--- src/rtl/mux_nx1_scan_if.sv ---
// Channel bank, select/mode/enable and tagged output word of the scanning N:1 mux.
// MUX_SCAN_SKIP_EN adds the per-channel skip_mask to the bundle.
interface mux_nx1_scan_if #(
    parameter int N_CH = 8,
    parameter int W    = 1
);
    localparam int SEL_W = $clog2(N_CH);

    logic [N_CH*W-1:0] in;
    logic [SEL_W-1:0]  sel;
    logic              mode;
    logic              en;
    logic [W-1:0]      out;
    logic [SEL_W-1:0]  out_ch;
    logic              out_valid;
    logic              wrap;
`ifdef MUX_SCAN_SKIP_EN
    logic [N_CH-1:0]   skip_mask;

    modport master (
        output in, sel, mode, en, skip_mask,
        input  out, out_ch, out_valid, wrap
    );
    modport slave (
        input  in, sel, mode, en, skip_mask,
        output out, out_ch, out_valid, wrap
    );
`else
    modport master (
        output in, sel, mode, en,
        input  out, out_ch, out_valid, wrap
    );
    modport slave (
        input  in, sel, mode, en,
        output out, out_ch, out_valid, wrap
    );
`endif
endinterface

--- src/rtl/mux_nx1_scan.sv ---
// Registered N:1 mux, 1-cycle latency; manual select or timed scan over all channels.
// en=0 freezes scan position and output word, dropping out_valid/wrap; MUX_SCAN_SKIP_EN enables skip_mask.
module mux_nx1_scan #(
    parameter int N_CH  = 8,
    parameter int W     = 1,
    parameter int DWELL = 4
) (
    input  logic          clk,
    input  logic          rst,
    mux_nx1_scan_if.slave bus
);
    localparam int SEL_W = $clog2(N_CH);
    localparam int DW_W  = (DWELL > 1) ? $clog2(DWELL) : 1;
    localparam logic [DW_W-1:0]  DW_LAST = DW_W'(DWELL - 1);
    localparam logic [SEL_W-1:0] CH_LAST = SEL_W'(N_CH - 1);

    typedef enum logic {S_MAN, S_SCAN} state_t;

    state_t           state_q, state_d;
    logic [SEL_W-1:0] ch_q, ch_d;
    logic [DW_W-1:0]  dw_q, dw_d;
    logic [W-1:0]     out_q, out_d;
    logic [SEL_W-1:0] out_ch_q, out_ch_d;
    logic             out_valid_q, out_valid_d;
    logic             wrap_q, wrap_d;

    logic [W-1:0]     ch_dat [N_CH];
    logic             man_vld;
    logic [W-1:0]     man_dat;
    logic [SEL_W-1:0] scan_ch;
    logic [DW_W-1:0]  scan_dw;
    logic [SEL_W-1:0] first_ch;
    logic [SEL_W-1:0] adv_ch;
    logic             adv_wrap;
    logic             all_masked;
    logic             ch_masked;

    for (genvar k = 0; k < N_CH; k++) begin : g_unpack
        assign ch_dat[k] = bus.in[k*W +: W];
    end

    assign man_vld = int'(bus.sel) < N_CH;
    assign man_dat = man_vld ? ch_dat[bus.sel] : '0;

    // The entry edge is itself the first dwell cycle of the first channel, so the
    // scan step is always evaluated from (scan_ch, scan_dw) rather than (ch_q, dw_q).
    assign scan_ch = (state_q == S_SCAN) ? ch_q : first_ch;
    assign scan_dw = (state_q == S_SCAN) ? dw_q : '0;

`ifdef MUX_SCAN_SKIP_EN
    logic adv_found;

    assign all_masked = &bus.skip_mask;
    assign ch_masked  = bus.skip_mask[scan_ch];

    always_comb begin
        first_ch = '0;
        for (int i = N_CH - 1; i >= 0; i--) begin
            if (!bus.skip_mask[i]) begin
                first_ch = SEL_W'(i);
            end
        end
    end

    // Circular search for the next unmasked index; passing N_CH-1 counts as a wrap.
    always_comb begin
        adv_ch    = scan_ch;
        adv_wrap  = 1'b0;
        adv_found = 1'b0;
        for (int i = 1; i <= N_CH; i++) begin
            if (!adv_found && !bus.skip_mask[(int'(scan_ch) + i) % N_CH]) begin
                adv_found = 1'b1;
                adv_ch    = SEL_W'((int'(scan_ch) + i) % N_CH);
                adv_wrap  = (int'(scan_ch) + i) >= N_CH;
            end
        end
    end
`else
    assign all_masked = 1'b0;
    assign ch_masked  = 1'b0;
    assign first_ch   = '0;
    assign adv_wrap   = (scan_ch == CH_LAST);
    assign adv_ch     = adv_wrap ? '0 : scan_ch + SEL_W'(1);
`endif

    always_comb begin
        state_d     = state_q;
        ch_d        = ch_q;
        dw_d        = dw_q;
        out_d       = out_q;
        out_ch_d    = out_ch_q;
        out_valid_d = 1'b0;
        wrap_d      = 1'b0;
        if (bus.en) begin
            if (!bus.mode) begin
                state_d     = S_MAN;
                out_d       = man_dat;
                out_ch_d    = bus.sel;
                out_valid_d = man_vld;
            end else begin
                state_d = S_SCAN;
                if (all_masked) begin
                    ch_d = scan_ch;
                    dw_d = '0;
                end else if (ch_masked) begin
                    ch_d   = adv_ch;
                    dw_d   = '0;
                    wrap_d = adv_wrap;
                end else begin
                    out_d       = ch_dat[scan_ch];
                    out_ch_d    = scan_ch;
                    out_valid_d = 1'b1;
                    if (scan_dw == DW_LAST) begin
                        ch_d   = adv_ch;
                        dw_d   = '0;
                        wrap_d = adv_wrap;
                    end else begin
                        ch_d = scan_ch;
                        dw_d = scan_dw + DW_W'(1);
                    end
                end
            end
        end
    end

    always_ff @(posedge clk) begin
        if (rst) begin
            state_q     <= S_MAN;
            ch_q        <= '0;
            dw_q        <= '0;
            out_q       <= '0;
            out_ch_q    <= '0;
            out_valid_q <= 1'b0;
            wrap_q      <= 1'b0;
        end else begin
            state_q     <= state_d;
            ch_q        <= ch_d;
            dw_q        <= dw_d;
            out_q       <= out_d;
            out_ch_q    <= out_ch_d;
            out_valid_q <= out_valid_d;
            wrap_q      <= wrap_d;
        end
    end

    assign bus.out       = out_q;
    assign bus.out_ch    = out_ch_q;
    assign bus.out_valid = out_valid_q;
    assign bus.wrap      = wrap_q;
endmodule

--- src/flat_wrapper.sv ---
// flat-port wrapper written by rule: the top's interface ports become plain ports
module mux_nx1_scan_flat 
#(
    parameter int N_CH  = 8,
    parameter int W     = 1,
    parameter int DWELL = 4
)
  (clk, rst, bus_in, bus_sel, bus_mode, bus_en, bus_out, bus_out_ch, bus_out_valid, bus_wrap);
  mux_nx1_scan_if #(.N_CH(N_CH), .W(W)) bus_i ();
  input  logic clk;
  input  logic rst;
  input wire logic [$bits(bus_i.in)-1:0] bus_in;
  input wire logic [$bits(bus_i.sel)-1:0] bus_sel;
  input wire logic [$bits(bus_i.mode)-1:0] bus_mode;
  input wire logic [$bits(bus_i.en)-1:0] bus_en;
  output wire logic [$bits(bus_i.out)-1:0] bus_out;
  output wire logic [$bits(bus_i.out_ch)-1:0] bus_out_ch;
  output wire logic [$bits(bus_i.out_valid)-1:0] bus_out_valid;
  output wire logic [$bits(bus_i.wrap)-1:0] bus_wrap;
  assign bus_i.in = bus_in;
  assign bus_i.sel = bus_sel;
  assign bus_i.mode = bus_mode;
  assign bus_i.en = bus_en;
  assign bus_out = bus_i.out;
  assign bus_out_ch = bus_i.out_ch;
  assign bus_out_valid = bus_i.out_valid;
  assign bus_wrap = bus_i.wrap;
  mux_nx1_scan #(.N_CH(N_CH), .W(W), .DWELL(DWELL)) u_core (.clk(clk), .rst(rst), .bus(bus_i));
endmodule
--- config.mk ---
export PLATFORM = sky130hd
export DESIGN_NAME = mux_nx1_scan_flat
export DESIGN_NICKNAME = d
export VERILOG_FILES = /design/src/rtl/mux_nx1_scan_if.sv /design/src/rtl/mux_nx1_scan.sv /design/src/flat_wrapper.sv
export SDC_FILE = /design/constraint.sdc
export NUM_CORES = 1
export LEC_CHECK = 0
export CORE_MARGIN = 3
export CORE_UTILIZATION = 48
export DETAILED_ROUTE_END_ITERATION = 10
export HOLD_SLACK_MARGIN = 0.06
export PLACE_DENSITY_LB_ADDON = 0.12
export SYNTH_ARGS = -nofsm -noshare
export SYNTH_HDL_FRONTEND = slang
export SYNTH_SLANG_ARGS = --single-unit
--- constraint.sdc ---
create_clock -name clk -period 3.6 [get_ports clk]
set_input_delay 0.54 -clock clk [delete_from_list [all_inputs] [get_ports clk]]
set_output_delay 0.54 -clock clk [all_outputs]
set_load 0.05 [all_outputs]
==> impl_metrics.tcl, run 1 <==
set metrics [dict create \
    dpl.hpwl_mm 1.15 \
    hold_class "flop to flop" \
    clockRootBuffer "clkbuf_4" \
    hold_viol 0 \
    grt_first_pass_wirelength_mm 2.54 \
    critPathMaxFanout 3 \
    period_minus_slack_ns 1.98 \
    yosysSeqAreaShare 0.346 \
    vias 640 \
    grt_pass1_vias 568 \
    p_leak_uw 0.000353 \
    drive_gt1_frac 0.0612 \
    cp.required_ns 3.06 \
    track_usage 0.180 \
    wl_per_cell_microns 13.1 \
    cts_buffers 3 \
    finalSetupTns_ns 0 \
    yosysWarnings 0 \
    synth_flop_cell "dfxtp_1" \
    start_util 0.521 \
    cts_setup_buffers 0 \
    port_buffers 20 \
    vdd_drop_max_uv 258 \
    die_x_microns 44.0 \
    worstSetupEndpointType "output port" \
    rows 13 \
    cpMaxStageDelayCell "clkdlybuf4s50_1" \
    io_pins 21 \
    nets 116 \
    fmax_ghz 0.505 \
    viasPerCell 5.66 \
    start_kind "flop" \
    outcome "finished, final reports clean" \
    synth_area_sq_um 694 \
    synth.top_cell.area_share 0.346 \
    max_stage_delay_ns 0.81 \
    gp_congestion 0.787 \
    cts.sinks 12 \
    cts_buffer_depth 2 \
    cp.buffers_inverters 1 \
    synthesis.nets 96 \
    max-slew-margin-rel 0.673 \
    critPathKind "flop to output port" \
    yosys-top-cells-area "dfxtp_1 35%, mux2i_1 5.8%, a21oi_1 4.3%, nor2_1 4.3%, mux4_1 3.8%" \
    synth_edf_count 0 \
    clk_latency_ns 0.28 \
    drv_cap 0 \
    clk_pin_slew_worst_paths_ns 0.08 \
    crit_chain "clkdlybuf4s50_1" \
    first_pass_iters 4 \
    remaining_drc_errors 0 \
    critical_path.top_delay_family "buffers and inverters" \
    syn2layout_area_growth_pct 33.0 \
    synthArstFlopShare 0 \
    clock_skew_ns 0.00330 \
    hold_path.startpoint "u_core.dw_q[1]$_SDFFE_PP0P_" \
    max_slew.worst_pin.slew_ns 0.490 \
    ys_ff_latch 12 \
    htreeDepth 1 \
    period_share 0.551 \
    setup_viol 0 \
    routed_wl_mm 1.48 \
    core_area_sq_um 1330 \
    place_area_sq_um 887 \
    dp_slack_ns 1.54 \
    antenna_left 0 \
    grt_max_degree 15 \
    p_total_uw 314 \
    cts_resized 0 \
    ctsHoldBuffers 0 \
    synthCells 79 \
    die_area_sq_um 1940 \
    overflow 0 \
    fillers 109 \
    die_h_microns 44.0 \
    antenna_found_initial 0 \
    antenna_cells 0 \
    hold_slack_ns 0.467 \
    r2r-start "u_core.state_q$_SDFFE_PP0P_" \
    drtIter0Drc 12 \
    fin_area_sq_um 923 \
    avgSynthCellArea_sq_um 8.79 \
    rsz0062_at_grt "no" \
    cts_tree "done" \
    drv_slew 0 \
    yosys.area.top_type "dfxtp_1" \
    yosysUniqueCellTypes 30 \
    powerDensity_nw_per_um2 340 \
    final.setup.worst_slack_ns 1.62 \
    cp_data_arrival_time_ns 1.44 \
    crit_start "u_core.bus.out$_SDFFE_PP0P_" \
]
-- final timing paths --
check        slack (ns)                     endpoint  depth (start not counted)
max                1.62                      bus_out                          1
min reg2reg        0.47  u_core.dw_q[1]$_SDFFE_PP0P_                          2
max reg2reg        1.92  u_core.ch_q[1]$_SDFFE_PP0P_                          5
min                0.47  u_core.dw_q[1]$_SDFFE_PP0P_                          2
-- power by group --
group	total [uW]	switching [uW]	internal, uW
Combinational	62.9	31.7	31.3
Sequential	142	3.94	138
Clock	110	47.9	61.6
-- layout make-up --
cell class	instances	area (sq um)	area share
clock buffer	4	36.3	0.0393
inverter	2	7.51	0.00813
multi-input combinational	60	420	0.455
sequential	12	240	0.260
tap	15	18.8	0.0203
timing repair buffer	20	200	0.217
-- placed cells by master, fill, tap and decap left out, types with 2 or more instances in the layout --
cell / netlist / routed
mux2i_1: 4 / 4
nor2b_1: 4 / 4
nor2_1: 8 / 8
clkdlybuf4s50_1: 0 / 20
dfxtp_1: 12 / 12
ha_1: 2 / 2
nand2_1: 6 / 6
a21oi_1: 6 / 6
nand2b_1: 4 / 4
a22oi_1: 3 / 3
nand3_1: 4 / 4
and2_1: 2 / 2
o21ai_0: 2 / 2
inv_1: 2 / 2
clkbuf_4: 0 / 3
a311oi_1: 2 / 2
-- cells in the mapped netlist (all sizes together), types with 2 or more instances --
cell	instances
o21ai	2
nor2	8
ha	2
nand2	6
nand3	4
dfxtp	12
and2	2
inv	2
nand2b	4
a311oi	2
a21oi	6
mux4	2
nor2b	4
mux2i	4
clkbuf	3
buf	2
a22oi	3
-- logic make-up after synthesis --
logic type	synth area share
flops	0.346
buf+inv	0.0486
mux	0.150
simple gates	0.245
compound gates	0.175
fa+ha+maj	0.0360
-- flip-flops by register name, summed over array words and instances (netlist names) --
name and flops:
u_core.state_q 1, u_core.dw_q 2, u_core.bus.wrap 1, u_core.ch_q 3, u_core.bus.out_valid 1, u_core.bus.out 1, u_core.bus.out_ch 3
-- layer usage --
layer | part of all wire | GRT usage | routed length [microns] | up-vias
met5 | 0 | 0 | 0 | -
met4 | 0.020 | 0.0904 | 29 | 0
met3 | 0.052 | 0.0610 | 77 | 6
met2 | 0.47 | 0.276 | 698 | 14
met1 | 0.46 | 0.223 | 676 | 290
li1 | - | - | - | 330
-- through the flow --
step	instances	utilization
floorplan	79	-
global placement	109	0.665
detailed placement	109	0.665
CTS	113	0.692
global route	113	0.692
finish	113	0.692
No activity file was read; power rests on OpenSTA's default activity.
==> run 2, diff against run 1 <==
--- a/config.mk
+++ b/config.mk
@@ -6,7 +6,7 @@
 export NUM_CORES = 1
 export LEC_CHECK = 0
 export CORE_MARGIN = 3
-export CORE_UTILIZATION = 48
+export CORE_UTILIZATION = 44
 export DETAILED_ROUTE_END_ITERATION = 10
 export HOLD_SLACK_MARGIN = 0.06
 export PLACE_DENSITY_LB_ADDON = 0.12
==> constraint.sdc (replaced) <==
create_clock -name clk -period 1.95 [get_ports clk]
set_input_delay 0.2925 -clock clk [delete_from_list [all_inputs] [get_ports clk]]
set_output_delay 0.2925 -clock clk [all_outputs]
set_load 0.05 [all_outputs]
==> run 2 against run 1 <==
  * Combinational power rose by 100%
  * Clock power up 78%
  * Total power is 85% higher
  * Via count rose by 2.7%
  * Cell count up 2.7%
  * Utilization is 0.81 points lower
  * Die area up 7.8%
  * Sequential share of layout area decreased by 0.62 points
  * Largest cell class unchanged
==> impl_metrics.tcl, run 2 (synthesis gave the netlist of run 1 again) <==
set metrics [dict create \
    combPwrFrac 0.216 \
    final_common_cell "clkdlybuf4s50_1" \
    seqPwrFrac 0.446 \
    fmax_ghz 0.582 \
    io_pins 21 \
    syn2layout_area_growth_pct 36.2 \
    whs_endpoint "u_core.dw_q[1]$_SDFFE_PP0P_" \
    drtIter0Drc 16 \
    cp.buffers_inverters 1 \
    hold_path.startpoint "u_core.dw_q[1]$_SDFFE_PP0P_" \
    hold_viol 0 \
    dpl.hpwl_mm 1.27 \
    p_leak_uw 0.000367 \
    start_util 0.502 \
    critical_path.top_delay_family "buffers and inverters" \
    start_kind "flop" \
    cpMaxStageDelayCell "clkdlybuf4s50_1" \
    max-slew-margin-rel 0.663 \
    port_buffers 20 \
    mostFrequentLayoutCells "20 x clkdlybuf4s50_1, 12 x dfxtp_1, 8 x nor2_1, 6 x nand2_1, 6 x a21oi_1" \
    cts_tree "done" \
    r2r-start "u_core.ch_q[0]$_SDFFE_PP0P_" \
    cts.sinks 12 \
    cts_buffers 3 \
    worstSetupEndpointType "output port" \
    cts_buffer_depth 2 \
    switching_share 0.260 \
    max_stage_delay_ns 0.80 \
    routed_wl_mm 1.66 \
    drv_cap 0 \
    grt_pass1_vias 651 \
    multi_input_area_sq_um 420 \
    crit_chain "clkdlybuf4s50_1" \
    cp.required_ns 1.66 \
    drive_gt1_frac 0.0891 \
    fillers 117 \
    outcome "finished, final reports clean" \
    die_area_sq_um 2090 \
    nets 119 \
    clk_pin_slew_worst_paths_ns 0.07 \
    cp_data_arrival_time_ns 1.43 \
    reg2reg_depth 4 \
    clk_latency_ns 0.27 \
    finalSetupTns_ns 0 \
    grt_max_degree 14 \
    overflow 0 \
    r2r-end "u_core.bus.out$_SDFFE_PP0P_" \
    antenna_found_initial 0 \
    regArea_sq_um 240 \
    period_minus_slack_ns 1.72 \
    holdPathStages 2 \
    cts_resized 0 \
    reg2reg_slack_ns 0.27 \
    htreeDepth 1 \
    track_usage 0.181 \
    intPower_uw 430 \
    gp_congestion 0.767 \
    vias 657 \
    p_total_uw 581 \
    wl_per_cell_microns 14.3 \
    rows 13 \
    ctsHoldBuffers 0 \
    critPathKind "flop to output port" \
    dp.cells 112 \
    die_x_microns 45.7 \
    viasPerCell 5.66 \
    drv_slew 0 \
    first_pass_iters 4 \
    antenna_left 0 \
    fin_area_sq_um 946 \
    clock_skew_ns 0.00249 \
    powerDensity_nw_per_um2 614 \
    antenna_cells 0 \
    net-switching-power_uw 151 \
    grt_first_pass_wirelength_mm 2.73 \
    cts_setup_buffers 0 \
    vdd_drop_max_uv 465 \
    setup_viol 0 \
    remaining_drc_errors 0 \
    place_area_sq_um 910 \
    rsz0062_at_grt "no" \
    period_share 0.881 \
    core_area_sq_um 1380 \
    max_slew.worst_pin.slew_ns 0.503 \
    p_clk_frac 0.337 \
    critPathMaxFanout 3 \
    stdcell_count 116 \
    hold_class "flop to flop" \
    die_h_microns 45.7 \
    clockRootBuffer "clkbuf_4" \
]
[run 2: cell types whose count changed in the layout (fill, tap and decap cells not counted)]
cell | previous run | this run
buf_4 | 0 | 3
[run 2: power groups by stage]
stage | sequential, uW | combinational, uW | clock, uW
after floorplan | 289 | 41.9 | 0
after CTS | 259 | 126 | 205
final | 259 | 126 | 196
after global routing | 261 | 134 | 218
after detailed placement | 265 | 125 | 0
after global placement | 265 | 124 | 0
[run 2: how the worst max path moves through the flow]
stage	from	end	slack, ns	cells past startpoint
floorplan	u_core.state_q$_SDFFE_PP0P_	u_core.ch_q[1]$_SDFFE_PP0P_	0.42	6
global placement	bus_sel[0]	u_core.bus.out$_SDFFE_PP0P_	0.19	5
detailed placement	bus_sel[0]	u_core.bus.out$_SDFFE_PP0P_	0.15	5
CTS	u_core.bus.out$_SDFFE_PP0P_	bus_out	0.21	1
global route	u_core.ch_q[0]$_SDFFE_PP0P_	u_core.bus.out$_SDFFE_PP0P_	0.15	4
finish	u_core.bus.out$_SDFFE_PP0P_	bus_out	0.23	1
[run 2: metal layers]
metal  GRT usage  wire (microns)  share of wire
met1       0.232             770           0.46
met2       0.295             806           0.49
met3      0.0514              82          0.049
met4      0.0511               0              0
met5           0               0              0
[run 2: final cells by class]
cell class | count | area share
Clock buffer | 4 | 0.0384
Inverter | 2 | 0.00794
Multi-Input combinational cell | 60 | 0.444
Sequential cell | 12 | 0.254
Tap cell | 15 | 0.0198
Timing Repair Buffer | 23 | 0.235
[run 2: stage by stage]
stage	setup slack [ns]	hold slack [ns]	util
2_1_floorplan	0.419	0.376	-
3_3_place_gp	0.186	0.448	0.658
3_5_place_dp	0.148	0.458	0.658
4_1_cts	0.215	0.470	0.684
5_1_grt	0.149	0.490	0.684
6_report	0.232	0.464	0.684
==> run 3, diff against run 2 <==
--- a/config.mk
+++ b/config.mk
@@ -5,11 +5,12 @@
 export SDC_FILE = /design/constraint.sdc
 export NUM_CORES = 1
 export LEC_CHECK = 0
+export ABC_AREA = 1
 export CORE_MARGIN = 3
-export CORE_UTILIZATION = 44
+export CORE_UTILIZATION = 45
 export DETAILED_ROUTE_END_ITERATION = 10
 export HOLD_SLACK_MARGIN = 0.06
-export PLACE_DENSITY_LB_ADDON = 0.12
+export PLACE_DENSITY = 0.75
 export SYNTH_ARGS = -nofsm -noshare
 export SYNTH_HDL_FRONTEND = slang
 export SYNTH_SLANG_ARGS = --single-unit
==> run 3 against run 2 <==
  * Sequential cell count did not move
  * Total power rose by 2.7%
  * Cell area rose by 1.1%
  * Utilization fell by 0.080 points
  * Global-route usage rose by 2.4 points
  * Register-to-register slack improved by 0.16 ns
  * Sequential power rose by 3%
  * Non-clock buffer count fell by 3
  * Fmax fell by 0.64%
  * Clock-buffer cell count did not move
  * Largest cell class unchanged
==> impl_metrics.tcl, run 3 <==
set metrics [dict create \
    outcome "finished, final reports clean" \
    viasPerCell 5.25 \
    synth_area_sq_um 717 \
    die_h_microns 45.9 \
    rows 13 \
    cp_data_arrival_time_ns 1.44 \
    syn2layout_area_growth_pct 33.3 \
    drtIter0Drc 6 \
    fmax_ghz 0.578 \
    hold_class "flop to flop" \
    whs_endpoint "u_core.bus.out_ch[2]$_SDFFE_PP0P_" \
    yosys-top-cells-area "dfxtp_1 34%, nand2_1 15%, inv_1 9.9%, nand3_1 9.8%, a21oi_1 7.7%" \
    period_minus_slack_ns 1.73 \
    first_pass_iters 4 \
    synthCells 114 \
    max_slew.worst_pin.slew_ns 0.505 \
    clk_latency_ns 0.28 \
    multi_input_area_sq_um 384 \
    switching_share 0.285 \
    clk_pin_slew_worst_paths_ns 0.08 \
    yosys.area.top_type "dfxtp_1" \
    yosysUniqueCellTypes 16 \
    clock_skew_ns 0.00177 \
    combPwrFrac 0.211 \
    r2r-start "u_core.state_q$_SDFFE_PP0P_" \
    antenna_found_initial 0 \
    hold_viol 0 \
    yosysSeqAreaShare 0.335 \
    cts_resized 0 \
    fillers 125 \
    cts_buffer_depth 2 \
    clockRootBuffer "clkbuf_4" \
    cpMaxStageDelayCell "clkdlybuf4s50_1" \
    drv_slew 0 \
    reg2reg_depth 7 \
    synthesis.nets 131 \
    period_share 0.887 \
    cp.buffers_inverters 1 \
    die_area_sq_um 2110 \
    cts_setup_buffers 0 \
    overflow 0 \
    intPower_uw 427 \
    yosysWarnings 0 \
    die_x_microns 45.9 \
    yosysMostFrequentCell "nand2_1" \
    vias 792 \
    track_usage 0.205 \
    regArea_sq_um 240 \
    r2r-end "u_core.ch_q[1]$_SDFFE_PP0P_" \
    wl_per_cell_microns 12.1 \
    powerDensity_nw_per_um2 624 \
    remaining_drc_errors 0 \
    drv_cap 0 \
    setup_viol 0 \
    cts_tree "done" \
    start_util 0.513 \
    cts.sinks 12 \
    antenna_cells 0 \
    port_buffers 20 \
    mostFrequentLayoutCells "29 x nand2_1, 20 x clkdlybuf4s50_1, 19 x inv_1, 14 x nand3_1, 12 x dfxtp_1" \
    avgSynthCellArea_sq_um 6.29 \
    max_stage_delay_ns 0.81 \
    rsz0062_at_grt "no" \
    cts_buffers 3 \
    dpl.hpwl_mm 1.38 \
    core_area_sq_um 1400 \
    synthArstFlopShare 0 \
    routed_wl_mm 1.83 \
    crit_chain "clkdlybuf4s50_1" \
    grt_pass1_vias 744 \
    net-switching-power_uw 170 \
    worstSetupEndpointType "output port" \
    critical_path.top_delay_family "buffers and inverters" \
    grt_max_degree 12 \
    p_clk_frac 0.340 \
    synth.top_cell.area_share 0.335 \
    reg2reg_slack_ns 0.43 \
    antenna_left 0 \
    ys_ff_latch 12 \
    finalSetupTns_ns 0 \
    start_kind "flop" \
    nets 154 \
    critPathKind "flop to output port" \
    gp_congestion 0.804 \
    htreeDepth 1 \
    holdPathStages 2 \
    cp.required_ns 1.66 \
    vdd_drop_max_uv 636 \
    synth_edf_count 0 \
    max-slew-margin-rel 0.662 \
    yosys-top-cells-count "29 x nand2_1, 19 x inv_1, 14 x nand3_1" \
    seqPwrFrac 0.449 \
    io_pins 21 \
    synth_flop_cell "dfxtp_1" \
    p_leak_uw 0.000469 \
    critPathMaxFanout 2 \
    p_total_uw 597 \
    drive_gt1_frac 0.0588 \
    grt_first_pass_wirelength_mm 3.10 \
    hold_path.startpoint "u_core.bus.out_ch[2]$_SDFFE_PP0P_" \
    final_common_cell "nand2_1" \
    ctsHoldBuffers 0 \
]
run 3: cell count changes after synthesis, moves of 5 or more:
cell	previous run	this run
nand2_1	6	29
inv_1	2	19
nand3_1	4	14
o21ai_0	2	9
a21oi_1	6	11
run 3: worst max path at each step:
stage / start / to / slack (ns) / cells after the start
after CTS: u_core.bus.out_ch[2]$_SDFFE_PP0P_ / bus_out_ch[2] / 0.20 / 1
after global routing: u_core.bus.out_ch[2]$_SDFFE_PP0P_ / bus_out_ch[2] / 0.18 / 1
after global placement: bus_mode / u_core.ch_q[1]$_SDFFE_PP0P_ / 0.40 / 5
after detailed placement: bus_mode / u_core.ch_q[1]$_SDFFE_PP0P_ / 0.33 / 5
after floorplan: u_core.state_q$_SDFFE_PP0P_ / u_core.ch_q[1]$_SDFFE_PP0P_ / 0.71 / 7
final: u_core.bus.out_ch[2]$_SDFFE_PP0P_ / bus_out_ch[2] / 0.22 / 1
run 3: layout make-up:
| cell class | instances | area share |
|---|---|---|
| flip-flops and latches | 12 | 0.251 |
| multi-input cells | 80 | 0.402 |
| repair buffers | 20 | 0.209 |
| well taps | 15 | 0.0196 |
| inverters | 20 | 0.0798 |
| clock buffers | 4 | 0.0380 |
run 3: metal layers:
| layer | global-route usage | up-vias | wire length [microns] |
|---|---|---|---|
| li1 | - | 414 | - |
| met1 | 0.250 | 354 | 851 |
| met2 | 0.327 | 19 | 844 |
| met3 | 0.0435 | 5 | 91 |
| met4 | 0.119 | 0 | 40 |
| met5 | 0 | - | 0 |
run 3: stage by stage:
step / hold slack, ns / instances / cell area (sq um) / utilization / setup slack [ns]
after floorplan: 0.362 / 114 / 717 / - / 0.705
after global placement: 0.459 / 147 / 920 / 0.657 / 0.402
after detailed placement: 0.474 / 147 / 920 / 0.657 / 0.333
after CTS: 0.489 / 151 / 956 / 0.683 / 0.198
after global routing: 0.509 / 151 / 956 / 0.683 / 0.175
final: 0.484 / 151 / 956 / 0.683 / 0.221
run 3: kinds of logic after synthesis:
| group | Yosys count | synth area share |
|---|---|---|
| flip-flops | 12 | 0.335 |
| buffers and inverters | 22 | 0.129 |
| AO/OA/AOI/OAI | 22 | 0.171 |
| AND/OR/NAND/NOR | 56 | 0.330 |
| adder cells (fa/ha/maj) | 2 | 0.0349 |
run 3: power by group through the flow:
stage                     clock network [uW]  registers [uW]  logic (uW)
after floorplan                            0             292        50.9
after global placement                     0             273         125
after detailed placement                   0             274         126
after CTS                                209             268         127
after global routing                     224             270         139
final                                    203             268         126
